## src/rtl/rc522_reg_ctrl_pkg.sv

```systemverilog
// Shared types and constants for the RC522 register-access sequencer:
// FSM states, SPI address-byte encoding and the RC522 register map used by init/poll.
package rc522_reg_ctrl_pkg;

  typedef enum logic [2:0] {
    ST_IDLE    = 3'd0,
    ST_LOAD    = 3'd1,
    ST_WAIT_HI = 3'd2,
    ST_WAIT_LO = 3'd3,
    ST_GAP     = 3'd4,
    ST_RESP    = 3'd5
  } state_e;

  localparam logic [7:0] RC522_RD_BIT    = 8'h80;
  localparam logic [7:0] RC522_ADDR_MASK = 8'h7E;

  localparam logic [5:0] TX_MODE_REG     = 6'h12;
  localparam logic [5:0] RX_MODE_REG     = 6'h13;
  localparam logic [5:0] TX_CONTROL_REG  = 6'h14;
  localparam logic [5:0] TX_ASK_REG      = 6'h15;
  localparam logic [5:0] MOD_WIDTH_REG   = 6'h24;
  localparam logic [5:0] T_MODE_REG      = 6'h2A;
  localparam logic [5:0] T_PRESCALER_REG = 6'h2B;

  // RC522 SPI address byte: bit 7 = read, bits 6:1 = register, bit 0 = 0.
  function automatic logic [7:0] rc522_addr_byte(input logic is_write, input logic [5:0] addr);
    logic [7:0] shifted;
    shifted = {1'b0, addr, 1'b0} & RC522_ADDR_MASK;
    return is_write ? shifted : (shifted | RC522_RD_BIT);
  endfunction

endpackage

```

## src/rtl/rc522_reg_ctrl_wait_timer.sv

```systemverilog
// Shared wait counter: cleared on every phase change, saturates at SAT_CYCLES,
// flags both the busy timeout and the last cycle of the inter-byte gap.
module rc522_reg_ctrl_wait_timer #(
  parameter int unsigned TW         = 28,
  parameter int unsigned SAT_CYCLES = 200_000_000,
  parameter int unsigned GAP_CYCLES = 16
) (
  input  logic CLOCK_50,
  input  logic reset,
  input  logic clear,
  input  logic count_en,
  output logic expired,
  output logic gap_done
);

  localparam logic [TW-1:0] SAT_VAL  = TW'(SAT_CYCLES);
  localparam logic [TW-1:0] GAP_LAST = (GAP_CYCLES == 0) ? '0 : TW'(GAP_CYCLES - 1);

  logic [TW-1:0] count_q;

  assign expired  = (count_q == SAT_VAL);
  assign gap_done = (count_q == GAP_LAST);

  always_ff @(posedge CLOCK_50) begin
    // NOTE: flops use non-blocking assignment so every register samples pre-edge values.
    if (reset || clear) begin
      count_q <= '0;
    end else if (count_en && !expired) begin
      count_q <= count_q + TW'(1);
    end
  end

endmodule

```

## src/rtl/rc522_reg_ctrl.sv

```systemverilog
// RC522 register access sequencer: one req/rsp transaction becomes an address byte
// and a data/dummy byte on spi_master, each guarded by a busy timeout.
module rc522_reg_ctrl
  import rc522_reg_ctrl_pkg::*;
#(
  parameter int unsigned GAP_CYCLES     = 16,
  parameter int unsigned TIMEOUT_CYCLES = 200_000_000,
  parameter int unsigned TW             = 28
) (
  input  logic       CLOCK_50,
  input  logic       reset,
  input  logic       req_valid,
  output logic       req_ready,
  input  logic       req_write,
  input  logic [5:0] req_addr,
  input  logic [7:0] req_wdata,
  output logic       rsp_valid,
  output logic [7:0] rsp_rdata,
  output logic       rsp_err,
  output logic       spi_start_n,
  output logic [7:0] spi_data_in,
  input  logic       spi_busy,
  input  logic [7:0] spi_data_out
);

  state_e     state_q, state_d;
  logic       byte_sel_q;
  logic       write_q;
  logic [7:0] wdata_q;

  logic       accept;
  logic       timeout_hit;
  logic       load_byte1;
  logic       tmr_clear, tmr_count, tmr_expired, tmr_gap_done;

  assign req_ready   = (state_q == ST_IDLE);
  assign accept      = req_valid && req_ready;
  assign rsp_valid   = (state_q == ST_RESP);
  // Start stays low for the whole WAIT_HI phase so a slow master cannot miss it.
  assign spi_start_n = (state_q != ST_WAIT_HI);

  rc522_reg_ctrl_wait_timer #(
    .TW         (TW),
    .SAT_CYCLES (TIMEOUT_CYCLES),
    .GAP_CYCLES (GAP_CYCLES)
  ) u_wait_timer (
    .CLOCK_50 (CLOCK_50),
    .reset    (reset),
    .clear    (tmr_clear),
    .count_en (tmr_count),
    .expired  (tmr_expired),
    .gap_done (tmr_gap_done)
  );

  always_comb begin
    // NOTE: every output of this block gets a default first, so no path can infer a latch.
    state_d     = state_q;
    tmr_clear   = 1'b0;
    tmr_count   = 1'b0;
    timeout_hit = 1'b0;
    load_byte1  = 1'b0;
    case (state_q)
      ST_IDLE: begin
        if (accept) state_d = ST_LOAD;
      end
      ST_LOAD: begin
        state_d   = ST_WAIT_HI;
        tmr_clear = 1'b1;
      end
      ST_WAIT_HI: begin
        if (spi_busy) begin
          state_d   = ST_WAIT_LO;
          tmr_clear = 1'b1;
        end else if (tmr_expired) begin
          state_d     = ST_RESP;
          timeout_hit = 1'b1;
        end else begin
          tmr_count = 1'b1;
        end
      end
      ST_WAIT_LO: begin
        if (!spi_busy) begin
          tmr_clear = 1'b1;
          if (byte_sel_q) begin
            state_d = ST_RESP;
          end else if (GAP_CYCLES == 0) begin
            state_d    = ST_LOAD;
            load_byte1 = 1'b1;
          end else begin
            state_d = ST_GAP;
          end
        end else if (tmr_expired) begin
          state_d     = ST_RESP;
          timeout_hit = 1'b1;
        end else begin
          tmr_count = 1'b1;
        end
      end
      ST_GAP: begin
        if (tmr_gap_done) begin
          state_d    = ST_LOAD;
          load_byte1 = 1'b1;
        end else begin
          tmr_count = 1'b1;
        end
      end
      ST_RESP: begin
        state_d = ST_IDLE;
      end
      default: begin
        state_d = ST_IDLE;
      end
    endcase
  end

  always_ff @(posedge CLOCK_50) begin
    if (reset) begin
      state_q     <= ST_IDLE;
      byte_sel_q  <= 1'b0;
      write_q     <= 1'b0;
      wdata_q     <= 8'h00;
      spi_data_in <= 8'h00;
      rsp_rdata   <= 8'h00;
      rsp_err     <= 1'b0;
    end else begin
      state_q <= state_d;
      if (accept) begin
        write_q     <= req_write;
        wdata_q     <= req_wdata;
        byte_sel_q  <= 1'b0;
        spi_data_in <= rc522_addr_byte(req_write, req_addr);
      end
      if (load_byte1) begin
        byte_sel_q  <= 1'b1;
        spi_data_in <= write_q ? wdata_q : 8'h00;
      end
      // Response fields update as RESP is entered and hold until the next response.
      if (state_d == ST_RESP) begin
        rsp_err   <= timeout_hit;
        rsp_rdata <= (!timeout_hit && byte_sel_q && !write_q) ? spi_data_out : 8'h00;
      end
    end
  end

endmodule

```

## config.mk

```make
export PLATFORM = sky130hd
export DESIGN_NAME = rc522_reg_ctrl
export DESIGN_NICKNAME = d
export VERILOG_FILES = /design/src/rtl/rc522_reg_ctrl_pkg.sv /design/src/rtl/rc522_reg_ctrl_wait_timer.sv /design/src/rtl/rc522_reg_ctrl.sv
export SDC_FILE = /design/constraint.sdc
export NUM_CORES = 1
export LEC_CHECK = 0
export BUFFER_PORTS_ARGS = -buffer_cell sky130_fd_sc_hd__buf_2
export CAP_MARGIN = 40
export CORE_ASPECT_RATIO = 1.1
export CORE_MARGIN = 3
export CORE_UTILIZATION = 50
export DETAILED_ROUTE_END_ITERATION = 7
export PLACE_DENSITY = 0.75
export SYNTH_ARGS = -nofsm -noshare
export SYNTH_HDL_FRONTEND = slang
export SYNTH_SLANG_ARGS = --single-unit
export TNS_END_PERCENT = 30
```

## constraint.sdc

```tcl
create_clock -name CLOCK_50 -period 2.3 [get_ports CLOCK_50]
set_clock_uncertainty 0.1 [all_clocks]
set_input_delay 0.23 -clock CLOCK_50 [delete_from_list [all_inputs] [get_ports CLOCK_50]]
set_output_delay 0.23 -clock CLOCK_50 [all_outputs]
set_load 0.05 [all_outputs]
```

==> impl_metrics.ini, run 1 <==
[floorplan]
row_cnt = 28
core_area_sq_um = 5465
floorplan.initialDensity = 0.5224
floorplan_die_area_sq_um = 6654
chipWidth_um = 78.05
io_pins = 47
die-height_um = 85.26

[layout]
post_layout_nonfiller_instances = 493
area_growth_syn_to_layout_pct = 25.33
nFillCells = 476
drive_gt1_frac = 0.3062
fin_util = 0.6548
antenna_cells = 0
net_count_reported_at_finish = 442

[yosys]
post_synth_inst_count = 337
dominantRegCellSynth = dfxtp_1
netlist_area_before_placement_sq_um = 2855
ys_seq_area_frac = 0.4067
ys_types = 58
netlist.area_leader.share = 0.4067
synth_area_leader_cell = dfxtp_1
ys_warn_count = 0
syn_avg_cell_area_sq_um = 8.473
syn-num-nets = 366
synth-seq-cells = 58
synth-async-reset-ratio = 0
netlist_top_cells_area = dfxtp_1 41%, nand2_1 6.3%, a21oi_1 6.1%
number_of_flops_mapped_to_enable_cells_by_yosys = 0

[setup_path]
crit_arrival_ns = 2.43
crit_type = reg2reg
cp_max_fo = 8
regToRegSetupSlack_ns = 0.05
cp_data_required_time_ns = 2.48
r2r-start = u_wait_timer.count_q[1]
crit_path_start_kind = flip-flop
cp-end-kind = flip-flop
ff2ff_path_depth = 8
timing.rr.end = rsp_rdata[3]

[grt]
globalRouteOverflowTotal = 0
grt_first_pass_wirelength_um = 11590
grt_max_degree = 26
grt_pass1_vias = 2596
antenna_violations_before_repair = 0
groute.usage.overall = 0.2144

[drt]
finalWirelength_um = 6743
route.top_layer_used = met4
num_vias = 2676
wire_per_inst_um = 13.68
wl_met2_um = 3260
number_of_drc_markers_in_iteration_0 = 142
drt_drc_violations_left = 0
total_met3_wirelength_after_detailed_routing_um = 327
postRouteAntennaNets = 0
detail_route.vias_per_cell = 5.428
route.layer.met1.wl_um = 3031
first_pass_iters = 4

[clock_network]
root_buffer = clkbuf_8
clk-insertion-delay-late_ns = 0.34
cts.sink_count = 58
htree_num_levels = 3
clock_tree.buffer_depth = 2
cts_tree = built
cts_made_buffers = 9
post-cts-setup-buffer-count = 0
path_clk_slew_ns = 0.07

[timing]
final.setup.tns_ns = 0
fin_crit_sh = 0.9796
drv_slew = 0
slew_headroom = 0.5862
final_period_minus_worst_setup_slack_ns = 2.253
final_report_setup_violation_count = 0
clock.fmax_mhz = 443.8
worst-slew-pin-transition_ns = 0.6192
hold_viol_final = 0
unrepaired_setup_endpoints_after_global_routing = true

[worst_hold_path]
hold-path-endpoint = rsp_rdata[5]
hold-path-cell-count = 2
hold_path_class = in2reg
origin_of_the_worst_min_delay_path = spi_data_out[5]

[place]
buffer_ports.inserted = 46
dp.cells = 474
placer_congestion_estimate = 0.8716
place.detailed.hpwl_um = 4893

[outcome]
run_status = finished clean

[power]
vdd_ir_drop_max_v = 0.0004399
pwr_density_cell_nw_per_um2 = 608.2
p_leak_nw = 1.418
power.total_w = 0.002177

[flow_run]
max_cap_violations = 0
## placed cells by master (no fill, tap or decap), types with 3 or more instances in the layout
cell | Yosys | layout
a22o_1 | 8 | 8
a21oi_1 | 35 | 35
nand3_1 | 10 | 10
dlygate4sd3_1 | 0 | 3
and3_1 | 4 | 4
and2_1 | 4 | 4
inv_1 | 8 | 6
a31oi_1 | 7 | 7
o21ai_0 | 7 | 7
nand2_1 | 48 | 48
a211oi_1 | 8 | 8
buf_2 | 3 | 46
buf_4 | 1 | 31
o211ai_1 | 4 | 4
xnor2_1 | 15 | 15
dfxtp_1 | 58 | 56
or3_1 | 4 | 4
nand4_1 | 9 | 9
nor2_1 | 34 | 34
nor4_2 | 3 | 5
nand2b_1 | 3 | 3
o31ai_1 | 4 | 4
nand3b_1 | 4 | 4
or4_1 | 4 | 4
clkinvlp_4 | 0 | 3
clkbuf_8 | 1 | 10
## sequential cells by signal (all words and copies together), names as in the netlist
name	count
u_wait_timer.count_q	28
rsp_rdata	8
spi_data_in	8
wdata_q	8
state_q	3
byte_sel_q	1
rsp_err	1
write_q	1
## kinds of logic after synthesis
logic type | synth area share
AND/OR/NAND/NOR | 0.2831
AO/OA/AOI/OAI | 0.1972
buffers and inverters | 0.04864
XOR/XNOR | 0.05215
flip-flops | 0.4067
multiplexers | 0.003506
adder cells (fa/ha/maj) | 0.008763
## worst max-delay path: stages, from the launching register on
cell	delay, ns
dfxtp_4	0.36
inv_2	0.06
ha_4	0.11
or3b_4	0.37
or4_4	0.50
nor2_2	0.11
a2111o_2	0.19
o2111a_4	0.25
a22o_1	0.14
## worst max-delay path by stage
stage / startpoint / endpoint / slack [ns] / cells past startpoint
floorplan: state_q[2] / spi_data_in[6] / 0.13 / 8
global placement: u_wait_timer.count_q[1] / rsp_rdata[1] / 0.09 / 8
detailed placement: u_wait_timer.count_q[1] / rsp_rdata[1] / 0.04 / 8
CTS: u_wait_timer.count_q[1] / rsp_rdata[1] / 0.03 / 8
global route: u_wait_timer.count_q[1] / rsp_rdata[7] / -0.04 / 8
finish: u_wait_timer.count_q[1] / rsp_rdata[3] / 0.05 / 8
## report_power, final
group          total, W  switching, W  internal, W
Sequential      0.00105     0.0000205      0.00103
Clock          0.000838      0.000419     0.000419
Combinational  0.000288      0.000183     0.000105
## synthesized netlist by cell type (7+ instances only)
library cell and instances:
nand3_1 10, nand2_1 48, dfxtp_1 58, nor2_1 34
a22o_1 8, clkbuf_1 8, a31oi_1 7, o21ai_0 7
xnor2_1 15, a211oi_1 8, a21oi_1 35, inv_1 8
nand4_1 9
## cell type report
class | count | area [sq um] | share of cell area
multi-input cells | 255 | 1597 | 0.4462
flip-flops and latches | 58 | 1166 | 0.3259
repair buffers | 81 | 513.0 | 0.1434
clock buffers | 10 | 137.6 | 0.03846
well taps | 75 | 93.84 | 0.02622
clock inverters | 6 | 41.29 | 0.01154
inverters | 8 | 30.03 | 0.008392
## routing by layer
metal / GRT usage / vias up
met2: 0.3372 / 57
met4: 0.1176 / 0
met3: 0.04459 / 12
met1: 0.2745 / 1239
li1: - / 1368
met5: 0 / -
## per-stage QoR
stage	hold WS, ns	area, sq um	worst slack (ns)
finish	0.01308	3578	0.04687
global placement	0.3436	3328	0.09157
global route	0.01353	3578	-0.04353
CTS	0.002103	3537	0.03008
floorplan	0.2626	2860	0.1260
detailed placement	0.3470	3328	0.04387
## timing repair
item	CTS	global route
setup endpoints to repair	0	20
gates resized for setup	0	11
hold buffers	3	0
hold endpoints to repair	3	0
(Power assumes the default switching activity.)
==> run 2: changes to the inputs <==
==> constraint.sdc (replaced) <==
create_clock -name CLOCK_50 -period 2.3 [get_ports CLOCK_50]
set_clock_uncertainty 0.1 [all_clocks]
set_input_delay 0.69 -clock CLOCK_50 [delete_from_list [all_inputs] [get_ports CLOCK_50]]
set_output_delay 0.69 -clock CLOCK_50 [all_outputs]
set_load 0.05 [all_outputs]
==> impl_metrics.ini, run 2 (synthesis results as in run 1) <==
[outcome]
run_status = finished with violations
violated_checks = negative setup slack

[power]
vdd_ir_drop_max_v = 0.0005154
p_leak_nw = 1.403
power.total_w = 0.002408
pwr_density_cell_nw_per_um2 = 669.6

[layout]
largest-register = u_wait_timer.count_q
area_growth_syn_to_layout_pct = 25.94
nFillCells = 455
drive_gt1_frac = 0.2966
most_common_cell_after_layout_fill_and_taps_aside = dfxtp_1
net_count_reported_at_finish = 432
layout_common_cells = 56 x dfxtp_1, 48 x nand2_1, 45 x buf_2
antenna_cells = 0
largest_register_ff_count = 28

[drt]
wire_per_inst_um = 14.63
number_of_drc_markers_in_iteration_0 = 192
drt_drc_violations_left = 0
first_pass_iters = 4
num_vias = 2745
postRouteAntennaNets = 0
finalWirelength_um = 7065
detail_route.vias_per_cell = 5.683

[timing]
slew_headroom = 0.6265
hold_viol_final = 0
whs_ns = 0.3560
final_period_minus_worst_setup_slack_ns = 2.310
drv_slew = 0
timing.final.ws_setup_ns = -0.009615
final.setup.tns_ns = -0.01076
unrepaired_setup_endpoints_after_global_routing = true
fin_crit_sh = 1.004
clock.fmax_mhz = 433.0
worst-slew-pin-transition_ns = 0.5552
final_report_setup_violation_count = 2

[grt]
grt_pass1_vias = 2548
globalRouteOverflowTotal = 0
grt_first_pass_wirelength_um = 11560
antenna_violations_before_repair = 0
groute.usage.overall = 0.2163
grt_max_degree = 26

[worst_hold_path]
hold_path_class = reg2reg
hold-path-cell-count = 2

[setup_path]
crit_arrival_ns = 2.49
ff2ff_path_depth = 8
cp_data_required_time_ns = 2.48
crit_type = reg2reg
cp-end-kind = flip-flop
cp_max_fo = 8
crit_path_start_kind = flip-flop

[clock_network]
root_buffer = clkbuf_8
clk-insertion-delay-late_ns = 0.35
clock_tree.buffer_depth = 2
cts_made_buffers = 9
htree_num_levels = 3
cts.sink_count = 58
cts_tree = built
path_clk_slew_ns = 0.07

[place]
place.detailed.hpwl_um = 4870
buffer_ports.inserted = 46
placer_congestion_estimate = 0.8388
place_worst_setup_slack_ns = -0.08086

[floorplan]
core_area_sq_um = 5465
die-height_um = 85.26
row_cnt = 28
floorplan_die_area_sq_um = 6654
floorplan.initialDensity = 0.5224
chipWidth_um = 78.05
io_pins = 47

[flow_run]
max_cap_violations = 0
## run 2: what timing repair did
item                                    in CTS  in global routing
pin swaps                                    8                  9
setup buffers                                3                  0
endpoints found under the setup margin       8                 32
hold buffers                                 0                  0
resized for setup                            8                 13
## run 2: metal layers
| layer | GRT usage | wire length, um | vias up |
|---|---|---|---|
| li1 | - | - | 1352 |
| met1 | 0.2670 | 3138 | 1298 |
| met2 | 0.3536 | 3399 | 71 |
| met3 | 0.05414 | 295 | 24 |
| met4 | 0.1017 | 231 | 0 |
| met5 | 0 | 0 | - |
## run 2: area by class of cell
type / count / area [sq um] / area share
clock buffer: 9 / 123.9 / 0.03445
tap: 75 / 93.84 / 0.02610
clock inverter: 7 / 102.6 / 0.02853
sequential: 58 / 1166 / 0.3243
timing repair buffer: 71 / 420.4 / 0.1169
multi-input combinational: 255 / 1657 / 0.4607
inverter: 8 / 32.53 / 0.009047
## run 2: power breakdown
group	switching, W	internal (W)	leakage [nW]
logic	0.000183	0.000105	0.822
clock network	0.000448	0.000618	0.110
registers	0.0000230	0.00103	0.471
## run 2: final timing paths
check / startpoint / endpoint / slack, ns
min reg2reg: wdata_q[0] / wdata_q[0] / 0.36
min: wdata_q[0] / wdata_q[0] / 0.36
max reg2reg: u_wait_timer.count_q[1] / rsp_rdata[1] / -0.01
max: u_wait_timer.count_q[1] / rsp_rdata[1] / -0.01
## run 2: through the flow
step	area, sq um	cells	util
5_1_grt	3596	483	0.6580
3_5_place_dp	3248	465	0.5943
6_report	3596	483	0.6580
4_1_cts	3510	483	0.6422
2_1_floorplan	2860	337	-
3_3_place_gp	3248	465	0.5943
## run 2: critical path: stages (launching register included)
cell and delay, ns:
dfxtp_4 0.35, inv_4 0.05, ha_4 0.11, or3b_4 0.38, or4_4 0.55, nor2_4 0.09
a2111o_2 0.19, o2111a_4 0.26, a22o_1 0.15
==> run 3: changes to the inputs <==
REMOVE_ABC_BUFFERS = 1   (was unset)
==> impl_metrics.ini, run 3 (synthesis results as in run 1) <==
[floorplan]
die-height_um = 85.26
floorplan_die_area_sq_um = 6654
core_area_sq_um = 5465
io_pins = 47
chipWidth_um = 78.05
row_cnt = 28
floorplan.initialDensity = 0.5224

[clock_network]
clock_tree.buffer_depth = 2
htree_num_levels = 3
path_clk_slew_ns = 0.07
cts_made_buffers = 9
root_buffer = clkbuf_8
cts.sink_count = 58
cts_tree = built
clk-insertion-delay-late_ns = 0.34
cts_hold_repair.buffers = 0

[flow_run]
max_cap_violations = 0

[timing]
final_period_minus_worst_setup_slack_ns = 2.289
final_report_setup_violation_count = 0
clock.fmax_mhz = 436.9
final.setup.tns_ns = 0
slew_headroom = 0.7048
timing.final.ws_setup_ns = 0.01120
drv_slew = 0
worst-slew-pin-transition_ns = 0.4392
unrepaired_setup_endpoints_after_global_routing = true
whs_ns = 0.3565
fin_crit_sh = 0.9951
hold_viol_final = 0

[drt]
drt_drc_violations_left = 0
postRouteAntennaNets = 0
finalWirelength_um = 6593
num_vias = 2664
first_pass_iters = 4
detail_route.vias_per_cell = 5.538
wire_per_inst_um = 13.71
number_of_drc_markers_in_iteration_0 = 79

[power]
net_switching_power_of_the_design_w = 0.0006076
pwr-share-seq = 0.471
vdd_ir_drop_max_v = 0.0003779
p_leak_nw = 1.365
power.clock.fraction = 0.399
pwr_density_cell_nw_per_um2 = 643.4
p_comb_frac = 0.129
power.total_w = 0.002239
p_int_w = 0.001631
power_switching_share = 0.2714

[setup_path]
crit_arrival_ns = 2.47
crit_type = reg2reg
crit_path_start_kind = flip-flop
cpLargestDelayFamily = simple AND/OR/NAND/NOR gates
critPathSlowestCell = or4_4
cp_data_required_time_ns = 2.48
timing.critical_path.buf_inv = 1
cp_slowest_stage_delay_ns = 0.54
cp_max_fo = 8
cp-end-kind = flip-flop
path_cells = inv_4 > ha_4 > or3b_4 > or4_4 > nor2_4 > a2111o_2 > o2111a_4 > a22o_1

[grt]
groute.usage.overall = 0.2149
grt_max_degree = 26
grt_pass1_vias = 2525
globalRouteOverflowTotal = 0
grt_first_pass_wirelength_um = 11410
antenna_violations_before_repair = 0

[place]
buffer_ports.inserted = 46
place_worst_setup_slack_ns = -0.1091
placer_congestion_estimate = 0.8566
place.detailed.hpwl_um = 4645

[layout]
area_growth_syn_to_layout_pct = 21.87
largest-register = u_wait_timer.count_q
antenna_cells = 0
largest_register_ff_count = 28
layout_common_cells = 56 x dfxtp_1, 48 x nand2_1, 46 x buf_2
most_common_cell_after_layout_fill_and_taps_aside = dfxtp_1
net_count_reported_at_finish = 430
drive_gt1_frac = 0.2882

[worst_hold_path]
hold_path_class = reg2reg

[outcome]
run_status = finished clean
[run 3: power groups by stage]
stage | clock network, W | logic, W | registers, W
final | 0.000894 | 0.000289 | 0.00106
after global routing | 0.000976 | 0.000317 | 0.00106
after CTS | 0.000912 | 0.000287 | 0.00105
after detailed placement | 0 | 0.000280 | 0.00108
after floorplan | 0 | 0.000138 | 0.00111
after global placement | 0 | 0.000275 | 0.00107
[run 3: worst paths after layout]
kind                      startpoint            to  slack, ns  cells past startpoint
min reg2reg               wdata_q[6]    wdata_q[6]       0.36                      2
max          u_wait_timer.count_q[0]  rsp_rdata[3]       0.01                      8
max reg2reg  u_wait_timer.count_q[0]  rsp_rdata[3]       0.01                      8
min                       wdata_q[6]    wdata_q[6]       0.36                      2
[run 3: layout make-up]
cell class,instances,area [sq um]
sequential,58,1166
tap,75,93.84
clock buffer,10,127.6
multi-input combinational,255,1599
fill,488,1986
inverter,8,32.53
clock inverter,6,57.56
timing repair buffer,69,402.9
[run 3: through the flow]
| stage | instance area (sq um) | std cells | utilization |
|---|---|---|---|
| 2_1_floorplan | 2746 | 321 | - |
| 3_3_place_gp | 3243 | 465 | 0.5934 |
| 3_5_place_dp | 3243 | 465 | 0.5934 |
| 4_1_cts | 3441 | 481 | 0.6296 |
| 5_1_grt | 3480 | 481 | 0.6367 |
| 6_report | 3480 | 481 | 0.6367 |
[run 3: repair_timing]
item	4_1_cts	5_1_grt
resized for setup	4	10
setup endpoints to repair	8	17
setup buffers	1	0
pin swaps	2	5
[run 3: worst reg2reg max path, delay by kind of cell (launching register included)]
kind | cells | cell delay [ns]
simple gates | 3 | 1.01
compound gates | 3 | 0.59
buf+inv | 1 | 0.06
flops | 1 | 0.36
fa+ha+maj | 1 | 0.11
[run 3: metal layers]
metal | track usage | wire, um | up-vias
li1 | - | - | 1343
met1 | 0.2567 | 3049 | 1238
met3 | 0.06476 | 368 | 13
met5 | 0 | 0 | -
met2 | 0.3536 | 3028 | 70
met4 | 0.1002 | 146 | 0
